--- src/rtl/mem_access_unit_if.sv ---
// Request/response bundle between the processor control path and the
// memory access unit: valid/ready request channel plus a one-cycle
// response pulse with load data and an error flag.
//
// Signals:
//   req_valid  - request present (master -> slave)
//   req_ready  - slave can accept this cycle (slave -> master)
//   req_op     - 00 load, 01 store, 10 fill, 11 reserved
//   req_addr   - load/store target address
//   req_wdata  - store/fill value
//   resp_valid - one-cycle completion pulse
//   resp_data  - load result, zero for other ops
//   resp_err   - asserted with resp_valid for the reserved op
interface mem_access_unit_if #(
    parameter int ADDR_W = 4,
    parameter int DATA_W = 4
);
    logic              req_valid;
    logic              req_ready;
    logic [1:0]        req_op;
    logic [ADDR_W-1:0] req_addr;
    logic [DATA_W-1:0] req_wdata;
    logic              resp_valid;
    logic [DATA_W-1:0] resp_data;
    logic              resp_err;

    modport master (
        output req_valid,
        output req_op,
        output req_addr,
        output req_wdata,
        input  req_ready,
        input  resp_valid,
        input  resp_data,
        input  resp_err
    );

    modport slave (
        input  req_valid,
        input  req_op,
        input  req_addr,
        input  req_wdata,
        output req_ready,
        output resp_valid,
        output resp_data,
        output resp_err
    );
endinterface

--- src/rtl/mem_access_unit.sv ---
// Controller in front of a 2^ADDR_W x DATA_W data memory: runs single
// loads/stores, whole-memory fills and flags reserved ops as errors.
//
// Ports:
//   clk, reset_n - clock, asynchronous active-low reset
//   bus          - request/response channel (slave side)
//   busy         - high whenever the unit is not idle
//   M_add, M_wd  - memory address and write data
//   M_we, M_re   - memory write / read enables
//   M_rd         - combinational memory read data
module mem_access_unit #(
    parameter int ADDR_W = 4,
    parameter int DATA_W = 4
) (
    input  logic              clk,
    input  logic              reset_n,
    mem_access_unit_if.slave  bus,
    output logic              busy,
    output logic [ADDR_W-1:0] M_add,
    output logic [DATA_W-1:0] M_wd,
    output logic              M_we,
    output logic              M_re,
    input  logic [DATA_W-1:0] M_rd
);

    localparam logic [1:0] OP_LOAD  = 2'b00;
    localparam logic [1:0] OP_STORE = 2'b01;
    localparam logic [1:0] OP_FILL  = 2'b10;
    localparam logic [1:0] OP_RSVD  = 2'b11;

    localparam logic [ADDR_W-1:0] CNT_LAST = {ADDR_W{1'b1}};

    typedef enum logic [1:0] {
        IDLE   = 2'd0,
        ACCESS = 2'd1,
        FILL   = 2'd2,
        RESP   = 2'd3
    } state_e;

    state_e            state_q, state_d;
    logic [1:0]        op_q, op_d;
    logic [ADDR_W-1:0] addr_q, addr_d;
    logic [DATA_W-1:0] wdata_q, wdata_d;
    logic [ADDR_W-1:0] cnt_q, cnt_d;
    logic              ready_q, ready_d;
    logic [DATA_W-1:0] rdata_q, rdata_d;
    logic              accept;

    // Only an idle unit with ready already registered high can take a
    // request; valid in any other state is simply dropped.
    assign accept = (state_q == IDLE) && ready_q && bus.req_valid;

    always_ff @(posedge clk or negedge reset_n) begin
        if (!reset_n) begin
            state_q <= IDLE;
            op_q    <= '0;
            addr_q  <= '0;
            wdata_q <= '0;
            cnt_q   <= '0;
            ready_q <= 1'b0;
            rdata_q <= '0;
        end else begin
            state_q <= state_d;
            op_q    <= op_d;
            addr_q  <= addr_d;
            wdata_q <= wdata_d;
            cnt_q   <= cnt_d;
            ready_q <= ready_d;
            rdata_q <= rdata_d;
        end
    end

    always_comb begin
        state_d = state_q;
        op_d    = op_q;
        addr_d  = addr_q;
        wdata_d = wdata_q;
        cnt_d   = cnt_q;
        rdata_d = rdata_q;

        unique case (state_q)
            IDLE: begin
                if (accept) begin
                    op_d    = bus.req_op;
                    addr_d  = bus.req_addr;
                    wdata_d = bus.req_wdata;
                    unique case (bus.req_op)
                        OP_LOAD,
                        OP_STORE: state_d = ACCESS;
                        OP_FILL: begin
                            state_d = FILL;
                            cnt_d   = '0;
                        end
                        OP_RSVD: begin
                            state_d = RESP;
                            rdata_d = '0;
                        end
                        default: state_d = IDLE;
                    endcase
                end
            end
            ACCESS: begin
                state_d = RESP;
                // Load data is taken at the edge that ends the access.
                rdata_d = (op_q == OP_LOAD) ? M_rd : '0;
            end
            FILL: begin
                // Counter wraps to zero on the last write.
                cnt_d = cnt_q + 1'b1;
                if (cnt_q == CNT_LAST) begin
                    state_d = RESP;
                    rdata_d = '0;
                end
            end
            RESP: begin
                state_d = IDLE;
            end
            default: state_d = IDLE;
        endcase

        // Registered ready: high after any edge that lands in IDLE.
        ready_d = (state_d == IDLE);
    end

    // Memory pins decode from state and latched fields only.
    always_comb begin
        M_add = '0;
        M_wd  = '0;
        M_we  = 1'b0;
        M_re  = 1'b0;
        unique case (state_q)
            ACCESS: begin
                M_add = addr_q;
                if (op_q == OP_LOAD) begin
                    M_re = 1'b1;
                end else begin
                    M_we = 1'b1;
                    M_wd = wdata_q;
                end
            end
            FILL: begin
                M_add = cnt_q;
                M_wd  = wdata_q;
                M_we  = 1'b1;
            end
            default: begin
                M_add = '0;
            end
        endcase
    end

    assign busy           = (state_q != IDLE);
    assign bus.req_ready  = ready_q;
    assign bus.resp_valid = (state_q == RESP);
    assign bus.resp_err   = (state_q == RESP) && (op_q == OP_RSVD);
    assign bus.resp_data  = rdata_q;

endmodule

--- src/flat_wrapper.sv ---
// flat-port wrapper written by rule: the top's interface ports become plain ports
module mem_access_unit_flat 
#(
    parameter int ADDR_W = 4,
    parameter int DATA_W = 4
)
  (clk, reset_n, busy, M_add, M_wd, M_we, M_re, M_rd, bus_req_valid, bus_req_op, bus_req_addr, bus_req_wdata, bus_req_ready, bus_resp_valid, bus_resp_data, bus_resp_err);
  mem_access_unit_if #(.ADDR_W(ADDR_W), .DATA_W(DATA_W)) bus_i ();
  input  logic clk;
  input  logic reset_n;
  output logic busy;
  output logic [ADDR_W-1:0] M_add;
  output logic [DATA_W-1:0] M_wd;
  output logic M_we;
  output logic M_re;
  input  logic [DATA_W-1:0] M_rd;
  input wire logic [$bits(bus_i.req_valid)-1:0] bus_req_valid;
  input wire logic [$bits(bus_i.req_op)-1:0] bus_req_op;
  input wire logic [$bits(bus_i.req_addr)-1:0] bus_req_addr;
  input wire logic [$bits(bus_i.req_wdata)-1:0] bus_req_wdata;
  output wire logic [$bits(bus_i.req_ready)-1:0] bus_req_ready;
  output wire logic [$bits(bus_i.resp_valid)-1:0] bus_resp_valid;
  output wire logic [$bits(bus_i.resp_data)-1:0] bus_resp_data;
  output wire logic [$bits(bus_i.resp_err)-1:0] bus_resp_err;
  assign bus_i.req_valid = bus_req_valid;
  assign bus_i.req_op = bus_req_op;
  assign bus_i.req_addr = bus_req_addr;
  assign bus_i.req_wdata = bus_req_wdata;
  assign bus_req_ready = bus_i.req_ready;
  assign bus_resp_valid = bus_i.resp_valid;
  assign bus_resp_data = bus_i.resp_data;
  assign bus_resp_err = bus_i.resp_err;
  mem_access_unit #(.ADDR_W(ADDR_W), .DATA_W(DATA_W)) u_core (.clk(clk), .reset_n(reset_n), .bus(bus_i), .busy(busy), .M_add(M_add), .M_wd(M_wd), .M_we(M_we), .M_re(M_re), .M_rd(M_rd));
endmodule
--- config.mk ---
export PLATFORM = sky130hd
export DESIGN_NAME = mem_access_unit_flat
export DESIGN_NICKNAME = d
export VERILOG_FILES = /design/src/rtl/mem_access_unit_if.sv /design/src/rtl/mem_access_unit.sv /design/src/flat_wrapper.sv
export SDC_FILE = /design/constraint.sdc
export NUM_CORES = 1
export LEC_CHECK = 0
export CORE_ASPECT_RATIO = 1.5
export CORE_MARGIN = 2
export CORE_UTILIZATION = 30
export CTS_CLUSTER_DIAMETER = 100
export DETAILED_ROUTE_END_ITERATION = 12
export GPL_TIMING_DRIVEN = 0
export PLACE_DENSITY_LB_ADDON = 0.25
export REMOVE_ABC_BUFFERS = 1
export SYNTH_ARGS = -nofsm -noshare
export SYNTH_HDL_FRONTEND = slang
export SYNTH_SLANG_ARGS = --single-unit
--- constraint.sdc ---
create_clock -name clk -period 3.9 [get_ports clk]
set_clock_uncertainty 0.2 [all_clocks]
set_input_delay 0.39 -clock clk [delete_from_list [all_inputs] [get_ports clk]]
set_output_delay 0.39 -clock clk [all_outputs]
set_load 0.05 [all_outputs]
==> Yosys cells after proc, flatten, opt, wreduce, memory -nomap -nowiden <==
Cells that the tools add are included.
{ "totals": {"register_bits": 21, "output_inout_bits": 18, "wordCells": 53} }
{ "op_classes": {"add_sub_neg": 1, "n_eq_ne": 12, "muxes": 19, "reduce_logical": 14} }
{ "op_table": {"columns": ["cell", "n"], "rows": [
  ["two-way mux 4 bit", 7],
  ["case mux 4 bit (2 select lines)", 3],
  ["case mux 4 bit (3 select lines)", 1],
  ["equality test 2 bit (second input constant)", 5],
  ["zero test 2 bit", 4],
  ["case mux 2 bit (4 select lines)", 1],
  ["case mux 2 bit (3 select lines)", 1],
  ["adder 4 x 1 -> 4 bit (second input constant)", 1],
  ["equality test 2 x 1 -> 1 bit (second input constant)", 2],
  ["equality test 4 bit (second input constant)", 1],
  ["two-way mux 2 bit", 2],
  ["inequality test 2 x 1 -> 1 bit (second input constant)", 2],
  ["inequality test 2 bit (second input constant)", 2],
  ["AND reduction 4 bit", 1],
  ["nonzero test 2 bit", 2],
  ["logical AND 1 bit", 3],
  ["two-way mux 1 bit", 3],
  ["AND reduction 3 bit", 1],
  ["nonzero test 3 bit", 1],
  ["case mux 1 bit (2 select lines)", 1],
  ["AND reduction 2 bit", 1],
  ["OR reduction 2 bit", 1]
]} }

==> Longest topological paths before layout <==
{ "depth": {"ltp_word": 6, "mapped_depth": 7, "ltp_nobuf": 5} }

==> Least setup slack after synthesis <==
No wires, ideal clock.
{ "synth_path": {"kind": "reg-to-output", "start": "reg u_core.state_q[0]", "end": "out M_add[3]", "arrival_ns": 1.915, "required_ns": 3.310, "slack_ns": 1.395, "path_stages_with_launch": 4, "path_cell_list": "dfrtp_1 -> inv_1 -> ha_1 -> a21boi_0"} }
{ "synth_between": {"elab_chain_cells": 2} }
{ "synth_lines": {"columns": ["element", "line", "rtl"], "rows": [
  ["start: declaration", "mem_access_unit.sv:40", "state_e state_q, state_d;"],
  ["start signal: assignment", "mem_access_unit.sv:63", "state_q <= state_d;"],
  ["equality test 2 bit / equality test 2 x 1 -> 1 bit (equally long branches)", "mem_access_unit.sv:131", "unique case (state_q)"],
  ["case mux 4 bit (2 select lines) (*)", "mem_access_unit.sv:131", null],
  ["end: declaration", "flat_wrapper.sv:12", "output logic [ADDR_W-1:0] M_add;"]
]} }
Mark *: on every way between the ends. The rest lies on a longest branch, timed or not.

==> Final worst setup path <==
{ "layout_path": {"start": "reg u_core.state_q[0]", "end": "out M_wd[3]"} }
{ "layout_between": {"elab_chain_cells": 2} }
{ "layout_lines": {"columns": ["element", "line", "rtl"], "rows": [
  ["equality test 2 bit / equality test 2 x 1 -> 1 bit (equally long branches)", "mem_access_unit.sv:131", null],
  ["case mux 4 bit (2 select lines) (*)", "mem_access_unit.sv:131", null],
  ["end: declaration", "flat_wrapper.sv:13", "output logic [DATA_W-1:0] M_wd;"]
]} }
Marked as above.

==> run_results.csv <==
group,metric,value,unit
placement,io_buffers,34,
cts,cts_buffers,3,
final_layout,syn_to_final_growth,36.1,%
sta,fmax,0.328,GHz
worst_hold_path,whs_endpoint,"u_core.wdata_q[2]$_DFFE_PN0P_",
floorplan,start_util,31.5,%
floorplan,coreArea,0.00368,mm2
setup_path,reg2reg_depth,5,
outcome,outcome,"completed",
floorplan,die_w,54.8,um
routing,viasPerCell,4.95,
floorplan,dieArea,0.00439,mm2
routing,wl,2.62,mm
setup_path,worst_r2r_endpoint,"u_core.bus.req_ready$_DFF_PN0_",
setup_path,r2r-start,"u_core.state_q[0]$_DFF_PN0_",
run,max_cap_violations,0,
synth,synth.most_common_cell,"nand2_1",
synth,synth_area_per_cell,9.68,um2
pwr,power_density,852,mW/mm2
cts,numClockSinks,21,
cts,htreeDepth,1,
final_layout,drive_gt1_share,7.74,%
cts,cts_hold_buf,0,
pwr,ir_worst_vdd,0.424,mV
floorplan,ios,35,
routing,route.antenna.remaining_nets,0,
sta,finalWorstSetupSlack,0.849,ns
final_layout,antenna-diode-count,0,
cts,root_buffer,"clkbuf_8",
placement,dp_slack,1.17,ns
synth,yosysTopAreaCell,"dfrtp_1",
setup_path,r2r_setup_slack,1.60,ns
synth,syn-instance-count,120,
worst_hold_path,hold_path_depth,2,
global_route,grt_pass1_wl,4.44,mm
sta,relSlewSlack,37.1,%
worst_hold_path,min_from,"u_core.wdata_q[2]$_DFFE_PN0P_",
synth,ys_top_cells_by_area,"dfrtp_1 (45%), nand2_1 (12%), ha_1 (5.4%), mux2i_1 (4.3%), a221oi_4 (2.3%)",
synth,synth_edf_count,0,
routing,drt_iter0_drc,18,
synth,synth.distinct_cells,32,
sta,setup_viol,0,
cts,clockBufferDepth,2,
cts,clkLatencyLatePin,0.26,ns
global_route,grt_pass1_vias,1057,
cts,clk_pin_slew,0.08,ns
synth,syn-cell-area,0.00116,mm2
setup_path,crit_path_max_fanout,13,
routing,drc_errors,0,
placement,gp_congestion,0.784,
sta,min_period,3.05,ns
sta,hold_viol_final,0,
pwr,power.leakage,0.709,nW
sta,fin_crit_sh,78.2,%
worst_hold_path,hold_class,"reg -> reg",
sta,final_max_slew_viol_count,0,
placement,hpwlAfterDp,2.05,mm
setup_path,path_class,"reg -> out",
sta,rsz0062_at_grt,"no",
final_layout,nFillCells,376,
final_layout,stdcell_area,0.00158,mm2
routing,wire_per_inst,13.2,um
synth,yosysTopAreaCellShare,45.3,%
synth,synth-seq-cells,21,
synth,synth-seq-area-share,45.3,%
synth,synth_common_cells,"nand2_1 (36), dfrtp_1 (21), inv_1 (7)",
cts,post_cts_buffers,0,
sta,worst_pin_slew,0.940,ns
setup_path,cp-start-kind,"register",
routing,vias,980,
cts,cts_tree,"yes",
synth,yosys_warnings,0,
global_route,antenna_found_initial,0,
sta,setup-tns-final,0,ns
global_route,grt-ovfl-total,0,
pwr,power,1.35,mW
routing,firstDrtPassIters,4,
floorplan,rows,27,
floorplan,die_y,80.2,um
global_route,grtUsageTotal,13.5,%
global_route,grt_max_degree,22,
synth,async_reset_ff_share,100,%
final_layout,nets,178,
setup_path,crit_required,3.31,ns
synth,synth_ff_type,"dfrtp_1",
setup_path,cp.arrival,2.46,ns
placement,placed_area,0.00153,mm2
setup_path,critPathCaptureType,"output pin",
cts,ctsResizeCount,0,
-- stage by stage --
| stage | util, % | instances | hold slack, ns |
|---|---|---|---|
| 6_report | 42.9 | 198 | 0.280 |
| 5_1_grt | 42.9 | 198 | 0.324 |
| 4_1_cts | 42.9 | 198 | 0.289 |
| 3_5_place_dp | 41.7 | 194 | 0.269 |
| 3_3_place_gp | 41.7 | 194 | 0.265 |
| 2_1_floorplan | - | 117 | -0.106 |
-- worst max-delay path, stage by stage, from the launching register on --
cell and delay [ns]:
dfrtp_1 0.42, inv_1 0.10, ha_1 0.46, o21a_1 0.27, and2_1 0.15, clkdlybuf4s50_1 0.80
-- how the worst max path moves through the flow --
stage	from	end	slack (ns)	cells after the start
after floorplan	u_core.state_q[0]$_DFF_PN0_	M_add[3]	1.24	4
after global placement	u_core.state_q[0]$_DFF_PN0_	M_wd[2]	1.17	5
after detailed placement	u_core.state_q[0]$_DFF_PN0_	M_wd[2]	1.17	5
after CTS	u_core.state_q[0]$_DFF_PN0_	M_wd[3]	0.84	5
after global routing	u_core.state_q[0]$_DFF_PN0_	M_wd[1]	0.72	5
final	u_core.state_q[0]$_DFF_PN0_	M_wd[3]	0.85	5
-- layer usage --
metal  GRT usage, %  part of all wire, %  vias up
li1               -                    -      481
met1           14.8                   39      464
met2           23.8                   55       28
met3           2.23                  3.9        7
met4           6.50                  2.4        0
met5              0                    0        -
-- flip-flops by register name, indices dropped and copies added (netlist names) --
signal and flops:
u_core.wdata_q 4, u_core.cnt_q 4, u_core.addr_q 4, u_core.op_q 2
u_core.state_q 2, u_core.bus.resp_data 4, u_core.bus.req_ready 1
-- cells by family after synthesis --
logic type | after synthesis | synth area share (%)
muxes | 6 | 5.28
adders and majority gates | 5 | 5.39
buffers and inverters | 10 | 4.10
and+or+nand+nor | 61 | 26.1
DFF | 21 | 45.3
AOI/OAI and AO/OA | 17 | 13.9
-- cell usage in the layout (no fill, tap or decap), types with 2 or more instances in the layout --
| cell type | instances |
|---|---|
| a221o_1 | 2 |
| a22oi_1 | 3 |
| and2_1 | 4 |
| and3_1 | 2 |
| and3b_2 | 2 |
| clkbuf_8 | 3 |
| clkdlybuf4s50_1 | 34 |
| dfrtp_1 | 21 |
| ha_1 | 5 |
| inv_1 | 7 |
| mux2i_1 | 5 |
| nand2_1 | 36 |
| nand2b_1 | 2 |
| nand3_1 | 3 |
| nor2_1 | 3 |
| nor2b_1 | 4 |
| o21a_1 | 3 |
-- power breakdown --
| part | leakage, nW | internal (mW) | total [mW] | switching [mW] |
|---|---|---|---|---|
| sequential | 0.267 | 0.310 | 0.390 | 0.0806 |
| combinational | 0.417 | 0.321 | 0.814 | 0.493 |
| clock | 0.0255 | 0.0711 | 0.142 | 0.0705 |
| total | 0.709 | 0.702 | 1.35 | 0.644 |
-- area by class of cell --
| cell class | instances | area [um2] | share of cell area [%] |
|---|---|---|---|
| Sequential cell | 21 | 526 | 33.3 |
| Clock buffer | 3 | 41.3 | 2.61 |
| Clock inverter | 1 | 5.00 | 0.317 |
| Timing Repair Buffer | 34 | 340 | 21.5 |
| Tap cell | 43 | 53.8 | 3.40 |
| Inverter | 7 | 26.3 | 1.66 |
| Multi-Input combinational cell | 89 | 588 | 37.2 |
(Power assumes the default switching activity.)
